`src/rtl/siteswap_scheduler.sv`:
```
// Siteswap beat scheduler: picks the thrown ball and its height on every beat, tracks in-flight balls.
// Latency: every beat result is registered and appears exactly one cycle after new_beat.
// Backpressure: none; one beat per new_beat pulse, downstream must accept each pulse as issued.
//
// Ports:
//   clk_in, rst_n_in                 clock, asynchronous active-low reset
//   new_beat                         one-cycle beat pulse
//   pattern_in                       MAX_LEN 3-bit throw heights, entry 0 in bits [2:0]
//   pattern_length, num_balls_in     active entries (1..7) and ball count, latched at load
//   pattern_valid_in                 level; a rising edge loads the pattern, a low level stops the run
//   throw_valid_out                  one-cycle pulse: a throw occurred
//   throw_ball_out, throw_height_out ball id / height of the last throw (held until next throw)
//   empty_beat_out                   one-cycle pulse: height-0 beat with an empty hand
//   pattern_idx_out                  pattern index of the last processed beat
//   running_out                      high while in RUN
//   error_out                        sticky collision / empty-hand error
//   throw_hand_out                   (only with SISWAP_HAND_EN) hand of the throw, 0=right 1=left
module siteswap_scheduler #(
    parameter int MAX_LEN = 7,
    parameter int SLOTS   = 8
) (
    input  logic                 clk_in,
    input  logic                 rst_n_in,
    input  logic                 new_beat,
    input  logic [3*MAX_LEN-1:0] pattern_in,
    input  logic [2:0]           pattern_length,
    input  logic [2:0]           num_balls_in,
    input  logic                 pattern_valid_in,
    output logic                 throw_valid_out,
    output logic [2:0]           throw_ball_out,
    output logic [2:0]           throw_height_out,
    output logic                 empty_beat_out,
    output logic [2:0]           pattern_idx_out,
    output logic                 running_out,
    output logic                 error_out
`ifdef SISWAP_HAND_EN
    ,
    output logic                 throw_hand_out
`endif
);

    localparam int PW = $clog2(SLOTS);

    typedef enum logic {IDLE, RUN} state_t;

    state_t state, state_nxt;

    logic [2:0]    pat_q [MAX_LEN];
    logic [2:0]    len_q;
    logic [2:0]    nb_q;
    logic [SLOTS-1:0] occ;
    logic [2:0]    qball [SLOTS];
    logic [PW-1:0] head;
    logic [2:0]    idx;
    logic [2:0]    fresh_cnt;
    logic          prev_valid;
`ifdef SISWAP_HAND_EN
    logic          beat_par;
`endif

    // Control decisions
    logic          rise;
    logic          load;
    logic          load_bad;
    logic          drop;
    logic          beat_go;

    // Beat datapath
    logic [2:0]    h;
    logic          slot_occ;
    logic          hand_vld;
    logic [2:0]    hand_ball;
    logic          fresh_take;
    logic [PW-1:0] tgt;

    assign rise        = pattern_valid_in & ~prev_valid;
    assign running_out = (state == RUN);

    always_ff @(posedge clk_in or negedge rst_n_in) begin
        if (!rst_n_in) begin
            state <= IDLE;
        end else begin
            state <= state_nxt;
        end
    end

    always_comb begin
        state_nxt = state;
        load      = 1'b0;
        load_bad  = 1'b0;
        drop      = 1'b0;
        beat_go   = 1'b0;
        case (state)
            IDLE: begin
                // A beat arriving together with the load edge is deliberately dropped.
                if (rise) begin
                    if (num_balls_in == 3'd0 || pattern_length == 3'd0) begin
                        load_bad = 1'b1;
                    end else begin
                        load      = 1'b1;
                        state_nxt = RUN;
                    end
                end
            end
            RUN: begin
                if (!pattern_valid_in) begin
                    drop      = 1'b1;
                    state_nxt = IDLE;
                end else if (new_beat) begin
                    beat_go = 1'b1;
                end
            end
            default: state_nxt = IDLE;
        endcase
    end

    // Hand selection: a landing ball has priority; otherwise a fresh ball is introduced
    // only for a real throw (h != 0) while unused balls remain.
    always_comb begin
        h          = pat_q[idx];
        slot_occ   = occ[head];
        hand_vld   = 1'b0;
        hand_ball  = 3'd0;
        fresh_take = 1'b0;
        if (slot_occ) begin
            hand_vld  = 1'b1;
            hand_ball = qball[head];
        end else if (fresh_cnt < nb_q && h != 3'd0) begin
            hand_vld   = 1'b1;
            hand_ball  = fresh_cnt;
            fresh_take = 1'b1;
        end
        // Pointer add wraps mod SLOTS; heights < SLOTS can never land back on head.
        tgt = head + PW'(h);
    end

    always_ff @(posedge clk_in or negedge rst_n_in) begin
        if (!rst_n_in) begin
            for (int i = 0; i < MAX_LEN; i++) pat_q[i] <= 3'd0;
            for (int i = 0; i < SLOTS; i++) qball[i] <= 3'd0;
            len_q            <= 3'd0;
            nb_q             <= 3'd0;
            occ              <= '0;
            head             <= '0;
            idx              <= 3'd0;
            fresh_cnt        <= 3'd0;
            prev_valid       <= 1'b0;
            throw_valid_out  <= 1'b0;
            throw_ball_out   <= 3'd0;
            throw_height_out <= 3'd0;
            empty_beat_out   <= 1'b0;
            pattern_idx_out  <= 3'd0;
            error_out        <= 1'b0;
`ifdef SISWAP_HAND_EN
            beat_par         <= 1'b0;
            throw_hand_out   <= 1'b0;
`endif
        end else begin
            prev_valid      <= pattern_valid_in;
            throw_valid_out <= 1'b0;
            empty_beat_out  <= 1'b0;

            if (load_bad) begin
                error_out <= 1'b1;
            end

            if (load) begin
                for (int i = 0; i < MAX_LEN; i++) pat_q[i] <= pattern_in[3*i +: 3];
                len_q     <= pattern_length;
                nb_q      <= num_balls_in;
                occ       <= '0;
                head      <= '0;
                idx       <= 3'd0;
                fresh_cnt <= 3'd0;
                error_out <= 1'b0;
`ifdef SISWAP_HAND_EN
                beat_par  <= 1'b0;
`endif
            end

            if (drop) begin
                occ <= '0;
            end

            if (beat_go) begin
                // Landing slot is consumed on every beat; the target is never head.
                occ[head] <= 1'b0;
                if (h != 3'd0) begin
                    if (hand_vld) begin
                        if (occ[tgt]) error_out <= 1'b1;
                        occ[tgt]         <= 1'b1;
                        qball[tgt]       <= hand_ball;
                        throw_valid_out  <= 1'b1;
                        throw_ball_out   <= hand_ball;
                        throw_height_out <= h;
`ifdef SISWAP_HAND_EN
                        throw_hand_out   <= beat_par;
`endif
                    end else begin
                        error_out <= 1'b1;
                    end
                end else if (slot_occ) begin
                    // A landing ball cannot be held through a 0 beat.
                    error_out <= 1'b1;
                end else begin
                    empty_beat_out <= 1'b1;
                end
                if (fresh_take) fresh_cnt <= fresh_cnt + 3'd1;
                head            <= head + 1'b1;
                idx             <= (idx == len_q - 3'd1) ? 3'd0 : idx + 3'd1;
                pattern_idx_out <= idx;
`ifdef SISWAP_HAND_EN
                beat_par        <= ~beat_par;
`endif
            end
        end
    end

endmodule
```
`config.mk`:
```
export PLATFORM = sky130hd
export DESIGN_NAME = siteswap_scheduler
export DESIGN_NICKNAME = d
export VERILOG_FILES = /design/src/rtl/siteswap_scheduler.sv
export SDC_FILE = /design/constraint.sdc
export NUM_CORES = 1
export LEC_CHECK = 0
export BUFFER_PORTS_ARGS = -buffer_cell sky130_fd_sc_hd__buf_4
export CAP_MARGIN = 20
export CORE_ASPECT_RATIO = 0.75
export CORE_MARGIN = 2
export CORE_UTILIZATION = 45
export CTS_CLUSTER_SIZE = 30
export DETAILED_ROUTE_END_ITERATION = 12
export SYNTH_ARGS = -nofsm -noshare
export SYNTH_HDL_FRONTEND = slang
export SYNTH_SLANG_ARGS = --single-unit
export TNS_END_PERCENT = 50
```
`constraint.sdc`:
```
create_clock -name clk_in -period 8.7 [get_ports clk_in]
set_input_delay 0.435 -clock clk_in [delete_from_list [all_inputs] [get_ports clk_in]]
set_output_delay 0.435 -clock clk_in [all_outputs]
set_load 0.05 [all_outputs]
```
==> impl_metrics.toml, run 1 <==
[timing]
finalSetupViolCount = 0
rsz0062_at_grt = "no"
postLayoutSetupSlackWorst_ns = 5.36
hold_violations = 0
worst-slew-pin-transition_ns = 0.959
fin_worst_skew_ns = 0.00543
fmax_mhz = 300
final.hold.worst_slack_ns = 0.257
finalCritPeriodShare = 0.383
timing.final.max_slew_violations = 0
worst_relative_slew_slack = 0.361
period_needed_ns = 3.34
setup_tns_ns = 0

[route]
drc_errors = 0
postRouteWirelength_um = 8870
drt_first_iter_violations = 165
routedWlPerCell_um = 17.0
vias_per_cell = 5.44
1st_pass_router_iterations = 4
vias = 2842
antenna_violating_nets_post_route = 0

[floorplanning]
die-width_um = 114
die_area_mm2 = 0.00983
floorplan.die.height_um = 86.4
ios = 44
row_count = 30
floorplan.initialDensity = 0.456
floorplan.core_area_mm2 = 0.00893

[clocking]
path_clk_slew_ns = 0.06
cts_hold_buf = 0
cts_inserted_buffers = 9
cts_tree = "built"
post_cts_buffers = 0
tritoncts_num_sinks = 82
clock_tree.buffer_depth = 2
clockRootBuffer = "clkbuf_16"
cts_h_tree_depth = 3
clock_latency_at_the_later_pin_of_the_worst_skew_pair_ns = 0.33
count_of_instances_resized_after_the_clock_tree_is_built = 0

[setup_path]
critical_path.endpoint_type = "register"
timing.critical_path.required_ns = 8.92
startpoint_type = "register"
worstSetupPathType = "reg2reg"
critical_path.max_fanout = 15
crit_path_start = "idx[0]"
r2r_start = "idx[0]"
cp_data_arrival_time_ns = 3.55

[power_and_ir_drop]
p_leak_uw = 0.00238
ir_drop_uv = 146
power_per_cell_area_mw_per_mm2 = 272

[global_routing]
grt_pass1_wl_um = 15300
global_route.overflow_total = 0
via_count_of_the_first_global_routing_pass = 2933
groute.usage.overall = 0.201
antenna_found_initial = 0
grt_max_degree = 83

[cells_and_area]
antenna_cells_inserted = 0
finalCoreUtilization = 0.539
layout.cells.most_common = "nand2_1"
design.final.nets = 444
layout-drive-gt1-share = 0.259
final_cell_mix = "nand2_1, dfrtp_1, buf_4, o21ai_0, mux2_2"
areaGrowthSynthToFinish_pct = 18.3

[logic_synthesis]
post_synth_instance_area_mm2 = 0.00407
synth-main-ff-cell = "dfrtp_1"
ys_warn_count = 0
synth_top_area_share = 0.504
synth_sequential_area_ratio = 0.504
post-synth-top-area-cell = "dfrtp_1"
synth-edff-count = 0
avgSynthCellArea_um2 = 11.2
synth.top_cells.by_area = "dfrtp_1, nand2_1, mux2_2"
synth_async_sr_flop_share = 1.00
ys_seq_elements = 82
synthesis.instances = 365
number_of_distinct_library_cell_variants_in_the_gate_level_netlist_after_synthesis = 50
net_count_of_the_mapped_netlist = 404

[placed_design]
place_worst_setup_slack_ns = 5.39
hpwlAfterDp_um = 6080
total_of_buffers_placed_on_input_and_output_ports = 43
gp_routability_congestion = 0.802

[min_path]
worstHoldPathType = "in2reg"
worstHoldStart = "pattern_valid_in"

[run]
max-cap-violations = 0

[outcome]
run_status = "finished clean"
[cells in the mapped netlist, types with 3 or more instances]
library cell	count
a32o_1	3
nand2b_1	4
xor2_1	4
dfrtp_1	82
ha_1	7
inv_1	14
a22oi_1	3
mux2_2	21
mux4_2	10
nand2_1	98
o221ai_1	3
mux2_4	3
o31ai_1	5
o21ai_0	27
mux2_1	6
clkbuf_1	11
nor2_1	9
mux2i_1	14
[sequential cells by signal, indices dropped and copies added, names as in the netlist, 3 cells and up]
name	flops
qball	24
pat_q	21
occ	8
fresh_cnt	3
head	3
idx	3
len_q	3
nb_q	3
pattern_idx_out	3
throw_ball_out	3
throw_height_out	3
[layer usage]
layer | vias to the layer above | wire [um] | global-route usage
li1 | 1353 | - | -
met1 | 1409 | 4490 | 0.290
met2 | 72 | 3880 | 0.305
met3 | 8 | 419 | 0.0510
met4 | 0 | 80 | 0.0576
met5 | - | 0 | 0
[worst max-delay path: stages (launching register included)]
cell and delay [ns]:
dfrtp_1 0.76, mux2i_1 0.16, a22oi_1 0.29, nand2_1 0.08, inv_1 0.08, ha_1 0.14, inv_1 0.05, fa_1 0.37
xnor2_1 0.35, xnor2_4 0.19, and4bb_2 0.39, mux2_2 0.35
[kinds of logic after synthesis]
kind of cell / after synthesis / share of synthesized area
AND/OR/NAND/NOR: 126 / 0.140
buffers and inverters: 32 / 0.0369
flip-flops: 82 / 0.504
AO/OA/AOI/OAI: 56 / 0.0968
adder cells (fa/ha/maj): 8 / 0.0264
multiplexers: 54 / 0.176
XOR/XNOR: 7 / 0.0197
[path summary, 6_finish.rpt]
path                              end  slack, ns  cells after the start
min in group asynchronous   pat_q[18]       0.48                      2
max reg2reg                 qball[14]       5.36                     11
max                         qball[14]       5.36                     11
min reg2reg                 pat_q[11]       0.47                      2
max in group asynchronous   error_out       7.63                      3
min                        prev_valid       0.26                      1
[cell type report]
class                      instances  area (um2)
clock buffer                      11         243
clock inverter                     5        77.6
fill                             810        4120
inverter                          14        52.6
multi-input combinational        251        1870
sequential                        82        2050
tap                              112         140
timing repair buffer              47         375
[through the flow]
| stage | power [uW] | instances | cell area (um2) |
|---|---|---|---|
| 2_1_floorplan | 802 | 365 | 4070 |
| 3_3_place_gp | 904 | 504 | 4460 |
| 3_5_place_dp | 910 | 504 | 4460 |
| 4_1_cts | 1320 | 520 | 4780 |
| 5_1_grt | 1380 | 522 | 4810 |
| 6_report | 1310 | 522 | 4810 |
[where the power goes]
group	switching (uW)	internal, uW
Clock	147	258
Sequential	60.7	446
Combinational	238	161
(Power assumes the default switching activity.)
==> run 2, diff against run 1 <==
--- a/config.mk
+++ b/config.mk
@@ -5,6 +5,7 @@
 export SDC_FILE = /design/constraint.sdc
 export NUM_CORES = 1
 export LEC_CHECK = 0
+export ABC_AREA = 1
 export BUFFER_PORTS_ARGS = -buffer_cell sky130_fd_sc_hd__buf_4
 export CAP_MARGIN = 20
 export CORE_ASPECT_RATIO = 0.75
==> constraint.sdc (replaced) <==
create_clock -name clk_in -period 3.08 [get_ports clk_in]
set_input_delay 0.154 -clock clk_in [delete_from_list [all_inputs] [get_ports clk_in]]
set_output_delay 0.154 -clock clk_in [all_outputs]
set_load 0.05 [all_outputs]
==> run 2 against run 1 <==
  * Clock power increased by 140%
  * Global-route usage increased by 1.6 points
  * Total power increased to 3.0 times the previous value
  * Combinational power increased to 3.9 times the previous value
  * First-iteration DRC count increased by 88%
  * Wire length increased by 15%
  * Final cell count increased by 35%
  * Clock-buffer cell count increased by 1
  * Die area increased by 4.5%
  * Final area increased by 4.2%
  * Critical path depth increased by 7
  * Critical path type unchanged
  * Critical endpoint is now qball[12]
==> impl_metrics.toml, run 2 <==
[clocking]
clockRootBuffer = "clkbuf_16"
cts_inserted_buffers = 9
clock_latency_at_the_later_pin_of_the_worst_skew_pair_ns = 0.34
clock_tree.buffer_depth = 2
post_cts_buffers = 0
cts_h_tree_depth = 3
tritoncts_num_sinks = 82
cts_tree = "built"
path_clk_slew_ns = 0.06

[run]
max-cap-violations = 0

[logic_synthesis]
ys_seq_elements = 82
synth-edff-count = 0
synthMostInstantiatedCell = "nand2_1"
synth_common_cells = "nand2_1, dfrtp_1, o21ai_0"
synth-main-ff-cell = "dfrtp_1"
synthesis.instances = 531
avgSynthCellArea_um2 = 8.03
synth.top_cells.by_area = "dfrtp_1, nand2_1, o21ai_0"
synth_async_sr_flop_share = 1.00
number_of_distinct_library_cell_variants_in_the_gate_level_netlist_after_synthesis = 37
post-synth-top-area-cell = "dfrtp_1"
post_synth_instance_area_mm2 = 0.00426
net_count_of_the_mapped_netlist = 570
synth_top_area_share = 0.482
ys_warn_count = 0
synth_sequential_area_ratio = 0.482

[route]
vias_per_cell = 4.97
drc_errors = 0
postRouteWirelength_um = 10200
drt_first_iter_violations = 310
antenna_violating_nets_post_route = 0
vias = 3512
1st_pass_router_iterations = 5
routedWlPerCell_um = 14.4

[setup_path]
critical_path.endpoint_type = "register"
worstSetupPathType = "reg2reg"
startpoint_type = "register"
critical_path.max_fanout = 8
cp_data_arrival_time_ns = 2.99
timing.critical_path.required_ns = 3.31

[timing]
hold_violations = 0
finalCritPeriodShare = 0.897
worst_relative_slew_slack = 0.634
period_needed_ns = 2.76
rsz0062_at_grt = "no"
timing.final.max_slew_violations = 0
fmax_mhz = 362
setup_tns_ns = 0
worst-slew-pin-transition_ns = 0.548
finalSetupViolCount = 0
fin_worst_skew_ns = 0.00599

[floorplanning]
floorplan.core_area_mm2 = 0.00912
die_area_mm2 = 0.0103
floorplan.die.height_um = 88.3
die-width_um = 116
row_count = 30
ios = 44
floorplan.initialDensity = 0.467

[global_routing]
grt_max_degree = 83
via_count_of_the_first_global_routing_pass = 3308
grt_pass1_wl_um = 17000
antenna_found_initial = 0
global_route.overflow_total = 0
groute.usage.overall = 0.218

[placed_design]
gp_routability_congestion = 0.902
post_dp_cell_area_mm2 = 0.00466
hpwlAfterDp_um = 7260
total_of_buffers_placed_on_input_and_output_ports = 43

[power_and_ir_drop]
cell_internal_pwr_uw = 2360
seq_power_share = 0.359
power_per_cell_area_mw_per_mm2 = 797
power_switching_share = 0.409
switching_power_uw = 1640
ir_drop_uv = 363
pwr-share-clk = 0.248
p_leak_uw = 0.00267
logic_gate_share_of_total_power = 0.393

[cells_and_area]
final_cell_mix = "nand2_1, dfrtp_1, o21ai_0, inv_1, buf_4"
largest_reg_flops = 24
layout.cells.most_common = "nand2_1"
post-route-cell-area_mm2 = 0.00502
largest-register = "qball"
design.final.nets = 613
filler_cell_count = 883
layout-drive-gt1-share = 0.164
top_regs = "qball: 24 flops, pat_q: 21 flops, occ: 8 flops"
antenna_cells_inserted = 0
areaGrowthSynthToFinish_pct = 17.7
finalCoreUtilization = 0.550

[min_path]
worstHoldPathType = "in2reg"

[outcome]
run_status = "finished clean"
-- run 2: cell count changes after synthesis, sizes merged, moves of 4 or more --
cell    change
nand2b      -4
a22oi       -4
o31ai       -5
inv        +39
nor2       +21
mux2       -30
o21ai      +29
mux2i      -14
nand3      +47
nand2      +97
o211ai      +5
nand4       +5
mux4       -10
-- run 2: power by group through the flow --
stage	clock network [uW]	logic (uW)	registers, uW
6_report	993	1570	1440
5_1_grt	1060	1750	1460
4_1_cts	1010	1550	1430
3_5_place_dp	0	1540	1450
3_3_place_gp	0	1520	1450
2_1_floorplan	0	1050	1540
-- run 2: what timing repair did --
action	CTS	global route
gates resized for setup	0	1
setup endpoints to repair	0	12
hold buffers	2	1
endpoints found under the hold margin	2	14
-- run 2: cell type report --
| type | instances | area (um2) | area share |
|---|---|---|---|
| timing repair buffer | 52 | 438 | 0.0873 |
| multi-input combinational | 375 | 1890 | 0.377 |
| sequential | 82 | 2050 | 0.409 |
| clock inverter | 3 | 15.0 | 0.00299 |
| clock buffer | 12 | 256 | 0.0511 |
| inverter | 54 | 203 | 0.0404 |
| tap | 128 | 160 | 0.0319 |
-- run 2: through the flow --
stage	setup slack [ns]	total power (uW)	instances	hold WS, ns
CTS	0.265	4000	703	0.00356
floorplan	0.639	2590	531	-0.142
detailed placement	0.286	2990	686	0.292
global route	0.00464	4270	706	0.0201
finish	0.318	4000	706	0.0168
global placement	0.332	2970	686	0.287
-- run 2: kinds of logic after synthesis --
| logic type | Yosys count | share of synthesized area |
|---|---|---|
| compound gates | 74 | 0.0966 |
| xor+xnor | 7 | 0.0144 |
| fa+ha+maj | 8 | 0.0252 |
| buf+inv | 74 | 0.0772 |
| flops | 82 | 0.482 |
| simple gates | 286 | 0.305 |
-- run 2: path summary, 6_finish.rpt --
check | from | end | slack (ns) | cells past startpoint
max | idx[0] | qball[12] | 0.32 | 18
min | pattern_in[19] | pat_q[1] | 0.02 | 3
max reg2reg | idx[0] | qball[12] | 0.32 | 18
min reg2reg | qball[19] | qball[19] | 0.47 | 2
max in group asynchronous | rst_n_in | qball[17] | 2.27 | 3
min in group asynchronous | rst_n_in | len_q[1] | 0.21 | 2
-- run 2: worst max-delay path: stages (launching register included) --
cell and delay, ns:
dfrtp_1 0.44, buf_4 0.19, nor2_1 0.06, nor2_1 0.09, nand2_1 0.05, nand3_1 0.06
nand2_1 0.11, inv_1 0.08, ha_1 0.13, inv_1 0.04, fa_1 0.37, xnor2_1 0.23
nand3_2 0.19, nand2_2 0.15, nand3_1 0.12, inv_1 0.07, nand2_1 0.11, nand2_1 0.10
nand2_1 0.06
-- run 2: metal layers --
metal  GRT usage  part of all wire
met3      0.0479             0.044
met4      0.0628             0.012
met1       0.342              0.54
met5           0                 0
met2       0.299              0.40
